===== config.mk =====
export PLATFORM = sky130hd
export DESIGN_NAME = univ_reg_preset_clear
export DESIGN_NICKNAME = d
export VERILOG_FILES = /design/src/rtl/univ_reg_preset_clear.sv
export SDC_FILE = /design/constraint.sdc
export NUM_CORES = 1
export LEC_CHECK = 0
export CORE_MARGIN = 5
export CORE_UTILIZATION = 35
export DETAILED_ROUTE_END_ITERATION = 12
export PLACE_DENSITY_LB_ADDON = 0.2
export SLEW_MARGIN = 20
export SYNTH_ARGS = -nofsm -noshare
export SYNTH_HDL_FRONTEND = slang
export SYNTH_SLANG_ARGS = --single-unit
export TNS_END_PERCENT = 100

===== constraint.sdc =====
create_clock -name clk -period 6.65 [get_ports clk]
set_input_delay 1.33 -clock clk [delete_from_list [all_inputs] [get_ports clk]]
set_output_delay 1.33 -clock clk [all_outputs]
set_load 0.02 [all_outputs]

===== src/rtl/univ_reg_preset_clear.sv =====
// univ_reg_preset_clear
// WIDTH-bit universal register with hold, parallel load, shift, rotate and
// up/down count. Synchronous reset, clear and preset are included, as are
// complementary outputs. Every output comes from a flop, so no input reaches
// an output combinationally. The only changes happen on the rising edge of clk.
//
// Control priority on each edge: rst_n low, then clr, then pre, then en low,
// then mode.
//
// This block has no handshake. Each edge applies exactly one operation,
// and that operation is chosen by the priority chain above.

module univ_reg_preset_clear #(
    parameter int unsigned      WIDTH      = 8,
    parameter logic [WIDTH-1:0] RESET_VAL  = {WIDTH{1'b0}},
    parameter logic [WIDTH-1:0] PRESET_VAL = {WIDTH{1'b1}}
) (
    input  logic             clk,
    input  logic             rst_n,
    input  logic             clr,
    input  logic             pre,
    input  logic             en,
    input  logic [2:0]       mode,
    input  logic [WIDTH-1:0] d,
    input  logic             sin,
    output logic [WIDTH-1:0] q,
    output logic [WIDTH-1:0] qnot,
    output logic             sout,
    output logic             tc
);

    // Operation encodings presented on the mode input.
    typedef enum logic [2:0] {
        MODE_HOLD = 3'b000,
        MODE_LOAD = 3'b001,
        MODE_SHL  = 3'b010,
        MODE_SHR  = 3'b011,
        MODE_ROL  = 3'b100,
        MODE_ROR  = 3'b101,
        MODE_UP   = 3'b110,
        MODE_DOWN = 3'b111
    } mode_e;

    localparam logic [WIDTH-1:0] ALL_ONES  = {WIDTH{1'b1}};
    localparam logic [WIDTH-1:0] ALL_ZEROS = {WIDTH{1'b0}};
    localparam logic [WIDTH-1:0] ONE       = {{(WIDTH-1){1'b0}}, 1'b1};

    // State registers. qnot has its own flop so that it is truly registered.
    // It is always loaded with the complement of the q_next value.
    logic [WIDTH-1:0] q_r;
    logic [WIDTH-1:0] qnot_r;
    logic             sout_r;
    logic             tc_r;

    // Next-state values for the mode datapath (the en=1 path only).
    logic [WIDTH-1:0] q_mode;
    logic             sout_mode;
    logic             tc_mode;

    // Next-state values after the control priority chain is applied.
    logic [WIDTH-1:0] q_next;
    logic             sout_next;
    logic             tc_next;

    mode_e mode_sel;

    assign mode_sel = mode_e'(mode);

    // Mode datapath. Compute the result of the selected operation from the
    // current q. sout and tc hold or clear unless the mode drives them.
    always_comb begin
        q_mode    = q_r;
        sout_mode = sout_r;
        tc_mode   = 1'b0;
        unique case (mode_sel)
            MODE_HOLD: begin
                q_mode = q_r;
            end
            MODE_LOAD: begin
                q_mode = d;
            end
            MODE_SHL: begin
                q_mode    = {q_r[WIDTH-2:0], sin};
                sout_mode = q_r[WIDTH-1];
            end
            MODE_SHR: begin
                q_mode    = {sin, q_r[WIDTH-1:1]};
                sout_mode = q_r[0];
            end
            MODE_ROL: begin
                q_mode    = {q_r[WIDTH-2:0], q_r[WIDTH-1]};
                sout_mode = q_r[WIDTH-1];
            end
            MODE_ROR: begin
                q_mode    = {q_r[0], q_r[WIDTH-1:1]};
                sout_mode = q_r[0];
            end
            MODE_UP: begin
                // Arithmetic wraps modulo 2^WIDTH. tc flags the wrap.
                q_mode  = q_r + ONE;
                tc_mode = (q_r == ALL_ONES);
            end
            MODE_DOWN: begin
                q_mode  = q_r - ONE;
                tc_mode = (q_r == ALL_ZEROS);
            end
            default: begin
                q_mode = q_r;
            end
        endcase
    end

    // Control priority chain: reset, then clear, then preset, then enable.
    // The mode datapath result is used only when nothing above it is active.
    always_comb begin
        q_next    = q_r;
        sout_next = sout_r;
        tc_next   = 1'b0;
        if (!rst_n) begin
            q_next    = RESET_VAL;
            sout_next = 1'b0;
        end else if (clr) begin
            q_next    = ALL_ZEROS;
            sout_next = 1'b0;
        end else if (pre) begin
            q_next    = PRESET_VAL;
            sout_next = 1'b0;
        end else if (!en) begin
            q_next    = q_r;
            sout_next = sout_r;
        end else begin
            q_next    = q_mode;
            sout_next = sout_mode;
            tc_next   = tc_mode;
        end
    end

    // State update. The synchronous reset is folded into q_next above, so
    // this block simply loads every register on each rising edge.
    always_ff @(posedge clk) begin
        q_r    <= q_next;
        qnot_r <= ~q_next;
        sout_r <= sout_next;
        tc_r   <= tc_next;
    end

    assign q    = q_r;
    assign qnot = qnot_r;
    assign sout = sout_r;
    assign tc   = tc_r;

endmodule


---- Yosys cells after proc, flatten, opt, wreduce, memory -nomap -nowiden ----
Cells that the tools add are included.
operators by class
  equal/unequal tests ..................... 8
  divide/modulo/power cells ............... 0
  bitwise operators ....................... 3
  mux-type cells .......................... 7
  reduce and logical (&&, ||, !) cells .... 8
  $lt $le $gt $ge ......................... 0
  add/sub/neg operators ................... 2
  multiply operators ...................... 0
  shifts and indexed selects .............. 0
operator list
  cell                   count
  $pmux W8 S8            1
  $mux W8                4
  $eq A3 B3 Y1 const B   4
  $add A8 B1 Y8 const B  1
  $eq A8 B8 Y1 const B   1
  $logic_not A8 Y1       1
  $not A8 Y8             1
  $sub A8 B1 Y8 const B  1
  $eq A3 B2 Y1 const B   2
  $pmux W1 S2            2
  $reduce_or A2 Y1       2
  $reduce_or A4 Y1       1
  $eq A3 B1 Y1 const B   1
  $logic_not A3 Y1       1
  $reduce_or A3 Y1       1
  $not A1 Y1             2
  $reduce_and A2 Y1      1
  $reduce_bool A2 Y1     1
storage, ports and cells
  register bits ........................... 18
  memories kept ........................... 0
  RAM bits ................................ 0
  ROM bits ................................ 0
  logic and storage cells ................. 32
  latch bits .............................. 0

---- Logic depth before layout (Yosys ltp) ----
Gate-level depths: netlist of run 1.
  word-level depth ........................ 7
  mapped depth ............................ 11

---- Worst setup path after synthesis of run 1 ----
OpenSTA, ideal clock, no wires.
  kind .................................... in2reg
  start ................................... input mode[1]
  end ..................................... register qnot_r[4], in the netlist qnot[4]
  setup slack ............................. 3485 ps
  library setup time ...................... 134 ps
  cell stages on the path ................. 10
  required time ........................... 6516 ps
  buffers on the path ..................... 2
  arrival time ............................ 3031 ps
  path through ............................ buf_2 > and2_1 > buf_2 > nand2_1 > xnor2_1 > ha_1 > o41ai_1 > a222oi_1 > o21ai_0 > o31ai_1
between the ends
  longest elaborated chain between the ends .. 7
  elaborated cells on any way between the ends .. 14
  classes of those cells .................. eq/ne (7); mux (5); bitwise (1); reduce/logical (1)
RTL lines
  what                                  RTL line  source
  start, declared                       23        input logic [2:0] mode,
  $eq A3 B3 Y1 (tied with other cells)  75        unique case (mode_sel)
  $pmux W8 S8 (*)                       75
  $mux W8 (*)                           128       end else if (!en) begin
  $mux W8 (*)                           125       end else if (pre) begin
  $mux W8 (*)                           122       end else if (clr) begin
  $mux W8 (*)                           119       if (!rst_n) begin
  $not A8 Y8 (*)                        142       qnot_r <= ~q_next;
  end signal, assigned                  142
  end, declared                         51        logic [WIDTH-1:0] qnot_r;
Mark *: on every way between the ends. The rest lies on a longest branch, timed or not.
A chain may end at the register's enable or synchronous reset.

---- Worst setup path after layout of run 1 ----
Ends and elaborated chain as after synthesis.

==> results.yml, run 1 <==
status:
  status: "completed"
clock_tree:
  holdBufCountCts: 0
  clk_latency_ps: 300
  clk_pin_slew_ps: 110
  cts_buffer_depth: 2
  clock-sinks: 18
  cts_tree: "built"
  cts_setup_buffers: 0
  cts_buffers: 3
  cts-root-buf: "clkbuf_4"
  htreeDepth: 1
  cts_resized: 0
pwr:
  irDropWorstVdd_uv: 71.0
  finalPower_w: 0.000272
  powerDensity_nw_per_um2: 169
  cellLeakagePower_nw: 0.576
placement:
  place_hpwl_um: 2530
  portBuffers: 34
  place.gp.congestion: 0.910
  placed_cell_area_um2: 1570
flow_run:
  cap_viol_max_count: 0
timing:
  worst_pin_slew_ps: 871
  max_freq_mhz: 250
  final-max-slew-violation-count: 0
  tns_ps: 0
  relSlewSlack: 0.418
  finalClockSkew_ps: 5.32
  rsz0062_at_grt: "false"
  finalCritPeriodShare: 0.601
  hold_violations: 0
  setup_viol: 0
  whs_ps: 528
  min_period_ps: 3990
yosys:
  syn_nets: 170
  synth_top_cell_by_area: "dfxtp_1"
  synth_edf_count: 0
  synth_xor_area_frac: 0.0285
  synth_top_family_by_area: "compound AO/OA/AOI/OAI gates"
  synth-simple-area-share: 0.208
  async_flop_share: 0
  synth_compound_area_frac: 0.307
  ys_top_cells_by_area: "dfxtp_1 29%, nor2_1 4.3%, mux2i_1 4.1%"
  yosys_most_used_dff: "dfxtp_1"
  synth_area_um2: 1230
  yosysWarnings: 0
  synth_fa_ha_area_frac: 0.0102
  synth_top_area_share: 0.293
  ys_ff_latch: 18
  postSynthCellCount: 152
  synthMuxAreaShare: 0.0864
  synthDistinctLibCells: 48
  syn-mean-instance-area_um2: 8.10
  synth_seq_area_share: 0.293
worst_setup_path:
  cp.required_ps: 6800
  critPathBufInv: 1
  cpPeakStageDelay_ps: 840
  cp_top_family: "compound AO/OA/AOI/OAI gates"
  cp-start-kind: "primary input"
  worstSetupPathDepth: 9
  reg2regPathDepth: 6
  endpoint_kind: "flip-flop"
  critPathKind: "in2reg"
  cp_max_fo: 17
  slowest_stage: "clkdlybuf4s50_1"
  crit_arrival_ps: 4150
  crit_chain: "clkdlybuf4s50_1 > and2_1 > nand2_1 > xnor2_1 > ha_1 > o41ai_1 > a222oi_1 > o21ai_0 > o31ai_1"
final_layout:
  fin_nets: 196
  syn_to_final_growth_pct: 30.4
  diodes: 0
  fin_area_um2: 1610
  drive_gt1_frac: 0.0678
  final_core_util: 0.477
floorplan:
  start_util: 0.366
  die_area_um2: 4800
  core-area_um2: 3360
  fp.dieH_um: 69.3
  die_w_um: 69.3
  io_pins: 35
  rows: 21
routing:
  avgRoutedWirePerCell_um: 15.4
  avgViaCountPerCell: 5.89
  drt_first_pass_iters: 4
  drc: 0
  vias: 1314
  ant_nets: 0
  drt_iter0_drc: 80
  totalWireLength_um: 3440
grt:
  grt_use_total: 0.137
  grt_max_degree: 25
  met1_usage: 0.166
  grt_pass1_wl_um: 5470
  grt_pass1_vias: 1169
  global_route.overflow_total: 0
  grt_util_met3: 0.0290
  grt_antenna_before_repair: 0
  top_usage_layer: "met2"
  grt_use_met2: 0.245
hold_path:
  worstHoldPathCells: 2
  min-delay-path-class: "reg2reg"
[report_power, final]
group / leakage [nW] / switching, W / internal (W)
registers: 0.148 / 0.00000936 / 0.000114
clock network: 0.0210 / 0.0000376 / 0.0000333
logic: 0.407 / 0.0000401 / 0.0000377
total: 0.576 / 0.0000870 / 0.000185
[layout make-up]
cell class	instances	area, um^2
Fill cell	350	1760
Multi-Input combinational cell	115	788
Sequential cell	18	360
Timing Repair Buffer	34	340
Tap cell	46	57.6
Clock buffer	4	36.3
Inverter	6	22.5
[cells by family after synthesis]
kind of cell    after synthesis
simple gates                 51
buf+inv                      19
mux                           9
fa+ha+maj                     1
flops                        18
compound gates               50
xor+xnor                      4
[layout by cell type (no fill, tap or decap), drive strengths merged, types with 4 or more instances in the layout]
master,netlist,final
o31ai,4,4
nor2,14,14
dfxtp,18,18
o21ai,9,9
inv,6,6
nand2b,4,4
a21oi,7,7
clkdlybuf4s50,0,34
nor3,4,4
clkbuf,6,4
mux2i,5,5
nand2,11,11
[metal layers]
layer / vias up / part of all wire
met4: 0 / 0.0058
met3: 2 / 0.059
met2: 55 / 0.50
met5: - / 0
li1: 629 / -
met1: 628 / 0.44
[registers in the layout, summed over array words and instances, names as in the netlist]
register and cells:
q 8, qnot 8, sout 1, tc 1
[metrics by stage]
stage,cells,worst slack [ps]
floorplan,152,3480
global placement,219,2510
detailed placement,219,2380
CTS,223,2690
global route,223,2430
finish,223,2660
[cells in the mapped netlist (all sizes together) (2+ instances only)]
library cell / n
xnor2: 2
a22oi: 3
a21oi: 7
a211o: 2
a31oi: 3
dfxtp: 18
o221ai: 2
nand2b: 4
and3: 2
and2: 2
a221o: 3
mux2: 3
o21ai: 9
nor4: 2
mux2i: 5
nor3: 4
nand4b: 2
nand3: 3
nor2: 14
or3: 3
a311oi: 2
buf: 7
nand2: 11
xor2: 2
inv: 6
o221a: 2
clkbuf: 6
a221oi: 2
o31ai: 4
[worst register-to-register path, delay by kind of cell (launching register included)]
| kind | cells | cell delay, ps |
|---|---|---|
| AOI/OAI and AO/OA | 4 | 950 |
| xor gates and xnor gates | 1 | 140 |
| adders and majority gates | 1 | 260 |
| DFF | 1 | 570 |
[final timing paths]
kind / from / end / slack, ps
worst min-delay path: sout / sout / 530
worst min register to register: sout / sout / 530
worst max register to register: q[1] / qnot[4] / 4590
worst max-delay path: mode[1] / qnot[4] / 2660
Note: power is estimated with default switching activity, not from simulation.
==> run 2, diff against run 1 <==
==> constraint.sdc (replaced) <==
create_clock -name clk -period 3.51 [get_ports clk]
set_input_delay 0.702 -clock clk [delete_from_list [all_inputs] [get_ports clk]]
set_output_delay 0.702 -clock clk [all_outputs]
set_load 0.02 [all_outputs]
==> run 2 against run 1 <==
  * Critical path depth did not move
  * Non-clock buffer count rose by 6
  * Combinational power rose by 94%
  * Critical path type unchanged
  * Critical endpoint is now q[4]
==> results.yml, run 2 (synthesis results as in run 1) <==
clock_tree:
  clk_latency_ps: 290
  cts_setup_buffers: 0
  clock-sinks: 18
  cts_tree: "built"
  cts_buffer_depth: 2
  cts_buffers: 3
  clk_pin_slew_ps: 110
  htreeDepth: 1
  cts_resized: 0
  holdBufCountCts: 0
  cts-root-buf: "clkbuf_4"
routing:
  drc: 0
  drt_iter0_drc: 99
  ant_nets: 0
  vias: 1310
  avgViaCountPerCell: 5.72
  totalWireLength_um: 3390
  avgRoutedWirePerCell_um: 14.8
  drt_first_pass_iters: 4
final_layout:
  syn_to_final_growth_pct: 34.0
  mostFrequentLayoutCell: "clkdlybuf4s50_1"
  drive_gt1_frac: 0.0984
  mostFrequentLayoutCells: "34 x clkdlybuf4s50_1, 18 x dfxtp_1, 14 x nor2_1, 11 x nand2_1, 9 x o21ai_0"
  nFillCells: 351
  diodes: 0
  final_core_util: 0.491
  fin_nets: 202
worst_setup_path:
  cp-start-kind: "primary input"
  crit_chain: "clkdlybuf4s50_1 > and2_1 > nand2_1 > xnor2_1 > ha_1 > o41ai_1 > a222oi_1 > o21ai_0 > o31a_1"
  cp_max_fo: 5
  cpPeakStageDelay_ps: 470
  cp.required_ps: 3750
  critPathKind: "in2reg"
  crit_arrival_ps: 2790
  reg2regPathDepth: 6
  endpoint_kind: "flip-flop"
  slowest_stage: "clkdlybuf4s50_1"
timing:
  final-max-slew-violation-count: 0
  tns_ps: 0
  setup_viol: 0
  worst_pin_slew_ps: 548
  hold_violations: 0
  finalCritPeriodShare: 0.727
  max_freq_mhz: 392
  finalClockSkew_ps: 3.31
  relSlewSlack: 0.633
  min_period_ps: 2550
  rsz0062_at_grt: "false"
  setup_ws_ps: 959
pwr:
  powerDensity_nw_per_um2: 313
  cellLeakagePower_nw: 0.606
  finalPower_w: 0.000517
  irDropWorstVdd_uv: 121
status:
  status: "completed"
grt:
  grt_pass1_wl_um: 5670
  grt_use_total: 0.141
  grt_pass1_vias: 1269
  global_route.overflow_total: 0
  grt_max_degree: 24
  grt_antenna_before_repair: 0
floorplan:
  die_area_um2: 4800
  die_w_um: 69.3
  io_pins: 35
  start_util: 0.366
  rows: 21
  fp.dieH_um: 69.3
  core-area_um2: 3360
placement:
  place_hpwl_um: 2550
  place.gp.congestion: 0.781
  portBuffers: 34
  place_worst_setup_slack_ps: 650
hold_path:
  min-delay-path-class: "reg2reg"
  worstHoldPathCells: 2
flow_run:
  cap_viol_max_count: 0
run 2: cell types whose count changed in the layout (fill, tap and decap cells not counted):
cell | before | now
buf_4 | 0 | 6
run 2: layout make-up:
class	instances	area, um^2	share of cell area
Sequential cell	18	360	0.218
Tap cell	46	57.6	0.0349
Timing Repair Buffer	40	385	0.234
Inverter	6	22.5	0.0136
Multi-Input combinational cell	115	788	0.478
Clock buffer	4	36.3	0.0220
run 2: through the flow:
| stage | cells | hold WS (ps) | area [um^2] |
|---|---|---|---|
| finish | 229 | 537 | 1650 |
| global route | 229 | 597 | 1650 |
| detailed placement | 225 | 512 | 1610 |
| floorplan | 152 | 582 | 1230 |
| global placement | 225 | 501 | 1610 |
| CTS | 229 | 530 | 1650 |
run 2: worst paths after layout:
kind	startpoint	endpoint	slack (ps)
max	mode[2]	q[4]	960
min	sout	sout	540
max reg2reg	q[1]	q[4]	1510
min reg2reg	sout	sout	540
run 2: routing by layer:
| layer | vias to the layer above | track usage | wire (um) |
|---|---|---|---|
| met5 | - | 0 | 0 |
| met4 | 0 | 0.0564 | 39 |
| met3 | 4 | 0.0304 | 186 |
| met2 | 41 | 0.237 | 1660 |
| met1 | 625 | 0.175 | 1500 |
| li1 | 640 | - | - |
run 2: power breakdown:
group / internal [W] / switching (W) / total [W]
registers: 0.000216 / 0.0000172 / 0.000233
clock network: 0.0000631 / 0.0000688 / 0.000132
logic: 0.0000755 / 0.0000760 / 0.000151
run 2: worst max-delay path: cells and delay by family:
kind / cells / cell delay [ps]
and+or+nand+nor: 2 / 220
AOI/OAI and AO/OA: 4 / 1000
xor gates and xnor gates: 1 / 130
buffers and inverters: 1 / 470
adders and majority gates: 1 / 260
==> run 3, diff against run 2 <==
==> constraint.sdc (replaced) <==
create_clock -name clk -period 2.3 [get_ports clk]
set_input_delay 0.46 -clock clk [delete_from_list [all_inputs] [get_ports clk]]
set_output_delay 0.46 -clock clk [all_outputs]
set_load 0.02 [all_outputs]
==> run 3 against run 2 <==
  * Flip-flop and latch count is the same
  * Non-clock buffer count increased by 12
  * Routed wire length increased by 6.5%
  * Utilization rose by 3.0 points
  * Clock-buffer cell count down 1
  * Cell count grew 4.8%
  * Critical path depth is 1 higher
  * Clock skew is 1.8 ps lower
==> results.yml, run 3 (synthesis results as in run 1) <==
floorplan:
  rows: 21
  io_pins: 35
  core-area_um2: 3360
  die_w_um: 69.3
  fp.dieH_um: 69.3
  start_util: 0.366
  die_area_um2: 4800
final_layout:
  final_core_util: 0.520
  diodes: 0
  mostFrequentLayoutCell: "clkdlybuf4s50_1"
  drive_gt1_frac: 0.180
  syn_to_final_growth_pct: 42.2
  mostFrequentLayoutCells: "34 x clkdlybuf4s50_1, 18 x buf_4, 18 x dfxtp_1, 14 x nor2_1, 10 x nand2_1"
  fin_nets: 214
pwr:
  irDropWorstVdd_uv: 294
  powerDensity_nw_per_um2: 435
  cellLeakagePower_nw: 0.660
  finalPower_w: 0.000762
timing:
  finalClockSkew_ps: 1.52
  worst_pin_slew_ps: 502
  setup_viol: 0
  relSlewSlack: 0.665
  rsz0062_at_grt: "true"
  final-max-slew-violation-count: 0
  max_freq_mhz: 450
  finalCritPeriodShare: 0.967
  tns_ps: 0
  min_period_ps: 2220
  hold_violations: 0
routing:
  drt_first_pass_iters: 4
  totalWireLength_um: 3600
  avgRoutedWirePerCell_um: 15.0
  avgViaCountPerCell: 5.58
  ant_nets: 0
  drt_iter0_drc: 90
  drc: 0
  vias: 1339
grt:
  grt_max_degree: 17
  grt_pass1_wl_um: 6130
  global_route.overflow_total: 0
  grt_pass1_vias: 1323
  grt_antenna_before_repair: 0
  grt_use_total: 0.152
worst_setup_path:
  crit_start: "mode[2]"
  cp.required_ps: 2490
  crit_arrival_ps: 2410
  critPathKind: "in2reg"
  cp-start-kind: "primary input"
  r2r-start: "q[0]"
  cp_max_fo: 5
  endpoint_kind: "flip-flop"
placement:
  portBuffers: 34
  place_hpwl_um: 2690
  place.gp.congestion: 0.818
clock_tree:
  clock-sinks: 18
  cts-root-buf: "clkbuf_4"
  htreeDepth: 1
  cts_buffers: 3
  holdBufCountCts: 0
  cts_buffer_depth: 2
  clk_latency_ps: 290
  cts_tree: "built"
  cts_setup_buffers: 0
  clk_pin_slew_ps: 100
hold_path:
  min-delay-path-class: "reg2reg"
  worstHoldStart: "sout"
status:
  status: "completed"
flow_run:
  cap_viol_max_count: 0
==> run 3: changes by cell type in the layout (fill, tap and decap cells not counted), sizes merged <==
cell	delta
buf	+12
clkbuf	-1
==> run 3: cell type report <==
type                    count  area (um^2)
flip-flops and latches     18          360
multi-input cells         115          812
repair buffers             52          475
well taps                  46         57.6
clock buffers               3         22.5
fillers                   354         1610
inverters                   6         22.5
==> run 3: power by group <==
group,internal [W],switching (W)
registers,0.000329,0.0000257
logic,0.000131,0.000123
clock network,0.0000609,0.0000923
total,0.000521,0.000241
==> run 3: per-stage QoR <==
stage / setup WS (ps) / hold slack, ps / cells / area (um^2)
finish: 75.6 / 521 / 240 / 1750
global placement: -198 / 503 / 237 / 1700
CTS: 49.3 / 530 / 240 / 1730
floorplan: 4.95 / 582 / 152 / 1230
global route: -47.2 / 577 / 240 / 1750
detailed placement: -264 / 513 / 237 / 1700
==> run 3: metal layers <==
metal  share of wire  track usage  vias to the layer above
met5               0            0                        -
met4           0.013       0.0369                        0
met3           0.074       0.0377                        4
met2            0.50        0.264                       52
met1            0.41        0.189                      620
li1                -            -                      663
==> run 3: critical path: stages <==
cell	delay, ps
clkdlybuf4s50_1	490
and2_4	150
nand2_1	80
xnor2_1	170
ha_2	260
nand2_2	80
nor3_2	180
a22oi_2	90
o21a_1	210
o221a_2	260
==> run 3: repair_timing <==
action | CTS | global route
endpoints found under the hold margin | 0 | 0
setup endpoints to repair | 0 | 4
resized for setup | 0 | 6
==> run 3: path summary, 6_finish.rpt <==
check                            end  slack (ps)  cells after the start
worst max register to register  q[6]         480                      6
worst min-delay path            sout         520                      2
worst max-delay path            q[6]          80                     10
worst min register to register  sout         520                      2
